## src/rtl/cla_slice_subtractor.sv

```systemverilog
// Multi-cycle WIDTH-bit subtractor: diff = a - b - bin, one 4-bit carry-lookahead
// slice per clock (LSB first), computed as a + ~b + ~bin. WIDTH must be a multiple of 4.
module cla_slice_subtractor #(
  parameter int WIDTH = 16
) (
  input  logic             clk,
  input  logic             rst_n,
  input  logic             in_valid,
  output logic             in_ready,
  input  logic [WIDTH-1:0] a,
  input  logic [WIDTH-1:0] b,
  input  logic             bin,
  output logic             out_valid,
  input  logic             out_ready,
  output logic [WIDTH-1:0] diff,
  output logic             bout,
  output logic             ovf,
  output logic             zero,
  output logic [1:0]       state_dbg
);

  localparam int NSLICE = WIDTH / 4;
  localparam int CW     = (NSLICE > 1) ? $clog2(NSLICE) : 1;

  localparam logic [1:0] S_IDLE = 2'd0;
  localparam logic [1:0] S_RUN  = 2'd1;
  localparam logic [1:0] S_DONE = 2'd2;

  logic [1:0]       state;
  logic [WIDTH-1:0] a_q;
  logic [WIDTH-1:0] nb_q;
  logic             carry;
  logic [CW-1:0]    cnt;

  logic [3:0]       a_s;
  logic [3:0]       nb_s;
  logic [3:0]       g;
  logic [3:0]       p;
  logic [3:0]       c;
  logic [3:0]       s;
  logic             co;
  logic             last;
  logic [WIDTH-1:0] diff_new;

  // Handshake: a transfer happens on a rising edge where valid and ready are both
  // high; the producer holds its data until then. in_ready only in IDLE,
  // out_valid only in DONE, so one operation is in flight at a time.
  assign in_ready  = (state == S_IDLE);
  assign out_valid = (state == S_DONE);
  assign state_dbg = state;
  assign last      = (cnt == CW'(NSLICE - 1));

  always_comb begin
    a_s  = '0;
    nb_s = '0;
    for (int k = 0; k < NSLICE; k++) begin
      if (cnt == CW'(k)) begin
        a_s  = a_q[4*k +: 4];
        nb_s = nb_q[4*k +: 4];
      end
    end

    g = a_s & nb_s;
    p = a_s ^ nb_s;

    // Full lookahead: every carry is a flat sum of products of the slice carry-in.
    c[0] = carry;
    c[1] = g[0] | (p[0] & carry);
    c[2] = g[1] | (p[1] & g[0]) | (p[1] & p[0] & carry);
    c[3] = g[2] | (p[2] & g[1]) | (p[2] & p[1] & g[0]) | (p[2] & p[1] & p[0] & carry);
    co   = g[3] | (p[3] & g[2]) | (p[3] & p[2] & g[1]) | (p[3] & p[2] & p[1] & g[0])
         | (p[3] & p[2] & p[1] & p[0] & carry);
    s    = p ^ c;

    diff_new = diff;
    for (int k = 0; k < NSLICE; k++) begin
      if (cnt == CW'(k)) diff_new[4*k +: 4] = s;
    end
  end

  always_ff @(posedge clk) begin
    if (!rst_n) begin
      state <= S_IDLE;
      a_q   <= '0;
      nb_q  <= '0;
      carry <= 1'b0;
      cnt   <= '0;
      diff  <= '0;
      bout  <= 1'b0;
      ovf   <= 1'b0;
      zero  <= 1'b0;
    end else begin
      case (state)
        S_IDLE: begin
          if (in_valid) begin
            a_q   <= a;
            nb_q  <= ~b;
            carry <= ~bin;
            diff  <= '0;
            cnt   <= '0;
            state <= S_RUN;
          end
        end
        S_RUN: begin
          diff  <= diff_new;
          carry <= co;
          if (last) begin
            // No carry out of a + ~b + ~bin means a borrow occurred.
            bout  <= ~co;
            ovf   <= (a_q[WIDTH-1] == nb_q[WIDTH-1]) && (diff_new[WIDTH-1] != a_q[WIDTH-1]);
            zero  <= (diff_new == '0);
            state <= S_DONE;
          end else begin
            cnt <= cnt + CW'(1);
          end
        end
        S_DONE: begin
          if (out_ready) state <= S_IDLE;
        end
        default: state <= S_IDLE;
      endcase
    end
  end

endmodule
```

## config.mk

```make
export PLATFORM = sky130hd
export DESIGN_NAME = cla_slice_subtractor
export DESIGN_NICKNAME = d
export VERILOG_FILES = /design/src/rtl/cla_slice_subtractor.sv
export SDC_FILE = /design/constraint.sdc
export NUM_CORES = 1
export LEC_CHECK = 0
export BUFFER_PORTS_ARGS = -buffer_cell sky130_fd_sc_hd__buf_2
export CAP_MARGIN = 20
export CELL_PAD_IN_SITES_DETAIL_PLACEMENT = 0
export CELL_PAD_IN_SITES_GLOBAL_PLACEMENT = 2
export CORE_MARGIN = 5
export CORE_UTILIZATION = 31
export CTS_CLUSTER_SIZE = 14
export DETAILED_ROUTE_END_ITERATION = 6
export PLACE_DENSITY_LB_ADDON = 0.25
export REMOVE_ABC_BUFFERS = 1
export SYNTH_ARGS = -nofsm -noshare
export SYNTH_HDL_FRONTEND = slang
export SYNTH_SLANG_ARGS = --single-unit
```

## constraint.sdc

```tcl
create_clock -name clk -period 4.1 [get_ports clk]
set_clock_uncertainty 0.05 [all_clocks]
set_input_delay 0.41 -clock clk [delete_from_list [all_inputs] [get_ports clk]]
set_output_delay 0.41 -clock clk [all_outputs]
set_load 0.01 [all_outputs]
```

==> metrics.log <==
[metrics] Synth Warn #: 0
[metrics] Min Clock Period, post-route: 3.353 ns
[metrics] Post-Synthesis Mean Instance Area: 8.486 µm²
[metrics] post-synthesis cell type count: 43
[metrics] Fmax: 298.2 MHz
[metrics] detailed placement HPWL: 4.719 mm
[metrics] count of TritonRoute iterations in the first routing pass: 4
[metrics] register bit count reported by yosys: 56
[metrics] post-layout util: 0.3662
[metrics] setup repair bufs after CTS: 0
[metrics] aggregate global routing overflow: 0
[metrics] maximum number of pins on one net before global-route repair: 58
[metrics] wire length of the first global-routing pass: 11.32 mm
[metrics] worst hold-check path type: input pin to flop
[metrics] standard-cell rows: 34
[metrics] count of final hold-check violations: 0
[metrics] unrepaired setup endpoints after global routing: no
[metrics] slew of the pin with the lowest slew margin: 0.9268 ns
[metrics] DRC Markers: 0
[metrics] WL/cell: 14.58 µm
[metrics] Core Box Area: 0.008593 mm²
[metrics] Post-synth EDFFs: 0
[metrics] count of input and output buffers: 59
[metrics] Via Count: 2339
[metrics] outcome: finished clean
[metrics] effective utilization at floorplan: 0.3130
[metrics] VDD IR-drop max: 0.1453 mV
[metrics] number of buffers created by CTS: 5
[metrics] prevailing post-synth register cell: sky130_fd_sc_hd__dfxtp_1
[metrics] n_diodes: 0
[metrics] hold buffer count at cts: 0
[metrics] Post-DP Area: 0.003053 mm²
[metrics] worst hold-check slack: 0.2717 ns
[metrics] final estimated routing congestion in global placement: 0.7581
[metrics] power consumption: 1.106 mW
[metrics] final setup fails: 0
[metrics] launching element type of the critical path: flop
[metrics] Crit path required time: 4.28 ns
[metrics] power density of the placed cells: 351.5 mW/mm²
[metrics] clock network latency to the later pin of the worst-skew pair: 0.31 ns
[metrics] share of synthesized registers carrying an async set or reset: 0
[metrics] per-cell via count in the routed design: 4.945
[metrics] final net count: 411
[metrics] number of levels the H-tree was split into: 2
[metrics] CTS Root Cell: sky130_fd_sc_hd__clkbuf_8
[metrics] buffer depth of the longest clock path: 2
[metrics] die outline area: 0.01064 mm²
[metrics] final WL: 6.895 mm
[metrics] worst-case setup margin in the final layout: 0.7469 ns
[metrics] count of boundary I/O pins: 60
[metrics] clock tree from TritonCTS: yes
[metrics] initial antenna violation count: 0
[metrics] clock transition at the registers of the reported paths: 0.10 ns
[metrics] cell total after placement: 465
[metrics] proportion of layout cells with a drive suffix above 1: 0.1945
[metrics] Detailed Route Iter0 Violations: 93
[metrics] critical path class: flop to flop
[metrics] number of global-route vias before repair: 2334
[metrics] Area growth, synth to finish: 16.98%
[metrics] crit-path max FO: 23
[metrics] sequential fraction of the synthesis area: 0.4167
[metrics] Vert. Die Dim: 103.2 µm
[metrics] minimum setup slack after placement: 0.7577 ns
[metrics] Crit. End Element: flop
[metrics] arrival time worst endpoint: 3.53 ns
[metrics] Non-Filler Instances: 473
[metrics] setup slack of the most critical reg-to-reg path: 0.75 ns
[metrics] Max-Cap Viols: 0
[metrics] Static Leakage: 1.401 nW
[metrics] share of the cycle needed by the critical path after routing: 0.8178
[metrics] post_cts resized: 0
[metrics] cell count after synthesis: 317
[metrics] Die Span X: 103.2 µm
[metrics] summed area of non-filler cells in the final layout: 0.003147 mm²
[metrics] number of nets with antenna violations after routing: 0
[metrics] tightest slew margin relative to the limit: 0.3822
[metrics] global routing usage summed across all routing layers: 0.1361
[metrics] setup TNS after final layout: 0 ns
[metrics] post-synthesis cell area: 0.002690 mm²
[metrics] Clock Sinks: 56
[metrics] max-slew violations: 0
## worst paths after layout
path,from,end,cells after the start
hold / removal,a[7],a_q[7],3
setup reg to reg,cnt[1],ovf,11
hold reg to reg,a_q[10],a_q[10],2
setup / recovery,cnt[1],ovf,11
## final cells by class
class	count	area, µm²
timing repair buffer	60	302.8
clock inverter	1	7.507
sequential	56	1121
tap	108	135.1
clock buffer	7	86.33
multi-input combinational	237	1479
fill	943	5446
inverter	4	15.01
## cells in the mapped netlist (all sizes together) (3+ instances only)
cell / n / area, µm²
nand2: 75 / 281.5
dfxtp: 56 / 1121
a21boi: 21 / 157.6
a21oi: 17 / 85.08
o211a: 16 / 160.2
clkbuf: 15 / 56.30
nor2b: 15 / 93.84
o21ai: 13 / 65.06
ha: 9 / 112.6
nand3b: 9 / 67.56
a22oi: 7 / 57.55
nor2: 7 / 26.28
a32oi: 5 / 43.79
buf: 5 / 25.02
o21a: 5 / 37.54
inv: 4 / 15.01
a21o: 3 / 22.52
and2: 3 / 18.77
nand4: 3 / 18.77
nor3: 3 / 15.01
nor3b: 3 / 27.52
nor4: 3 / 18.77
## logic make-up after synthesis
kind of cell	count (synthesis)	synth area share
fa+ha+maj	10	0.04930
xor+xnor	1	0.003256
simple gates	129	0.2312
compound gates	97	0.2637
flops	56	0.4167
buf+inv	24	0.03581
## metal layers
metal	part of all wire	up-vias	global-route usage	wire length, µm
met5	0	-	0	0
met4	0.013	0	0.04283	90
met3	0.037	6	0.02774	256
met2	0.46	36	0.2146	3166
met1	0.49	1085	0.1868	3381
li1	-	1212	-	-
## layout by cell type, fill, tap and decap left out, types with 2 or more instances in the layout
cell type and instances:
sky130_fd_sc_hd__o21a_1 5, sky130_fd_sc_hd__nor4_1 3, sky130_fd_sc_hd__dfxtp_1 56, sky130_fd_sc_hd__nor3b_1 2, sky130_fd_sc_hd__a21boi_0 10, sky130_fd_sc_hd__a21boi_1 11
sky130_fd_sc_hd__a22oi_1 6, sky130_fd_sc_hd__o21ai_1 4, sky130_fd_sc_hd__buf_2 59, sky130_fd_sc_hd__and2_1 2, sky130_fd_sc_hd__nand3_1 2, sky130_fd_sc_hd__nor3_1 3
sky130_fd_sc_hd__a32oi_1 5, sky130_fd_sc_hd__clkbuf_8 6, sky130_fd_sc_hd__ha_1 9, sky130_fd_sc_hd__a21oi_1 17, sky130_fd_sc_hd__nand3b_1 9, sky130_fd_sc_hd__nor2_1 7
sky130_fd_sc_hd__a21o_1 3, sky130_fd_sc_hd__o21ba_2 2, sky130_fd_sc_hd__o21ai_0 9, sky130_fd_sc_hd__nor2b_1 15, sky130_fd_sc_hd__nand2_1 75, sky130_fd_sc_hd__a31oi_1 2
sky130_fd_sc_hd__nand4_1 3, sky130_fd_sc_hd__o22ai_1 2, sky130_fd_sc_hd__inv_1 4, sky130_fd_sc_hd__o211a_1 16
## report_power, final
part / total, mW / internal (mW) / leakage [nW] / switching, mW
Combinational: 0.195 / 0.0815 / 0.898 / 0.113
Sequential: 0.592 / 0.572 / 0.458 / 0.0199
Clock: 0.319 / 0.138 / 0.0445 / 0.181
## worst max-delay path: stages (launching register included)
cell	delay [ns]
sky130_fd_sc_hd__dfxtp_1	0.39
sky130_fd_sc_hd__inv_1	0.08
sky130_fd_sc_hd__ha_1	0.44
sky130_fd_sc_hd__nand3b_1	0.27
sky130_fd_sc_hd__a21oi_1	0.18
sky130_fd_sc_hd__a21oi_1	0.05
sky130_fd_sc_hd__o21ai_0	0.45
sky130_fd_sc_hd__ha_1	0.34
sky130_fd_sc_hd__a21o_1	0.20
sky130_fd_sc_hd__a311o_1	0.47
sky130_fd_sc_hd__a21o_1	0.22
sky130_fd_sc_hd__a31oi_1	0.15
## flip-flops by register name, summed over array words and instances, names as in the netlist
| signal | cells |
|---|---|
| state_dbg | 2 |
| a_q | 16 |
| diff | 16 |
| ovf | 1 |
| zero | 1 |
| nb_q | 16 |
| cnt | 2 |
| carry | 1 |
| bout | 1 |
Note: power is estimated with default switching activity, not from simulation.
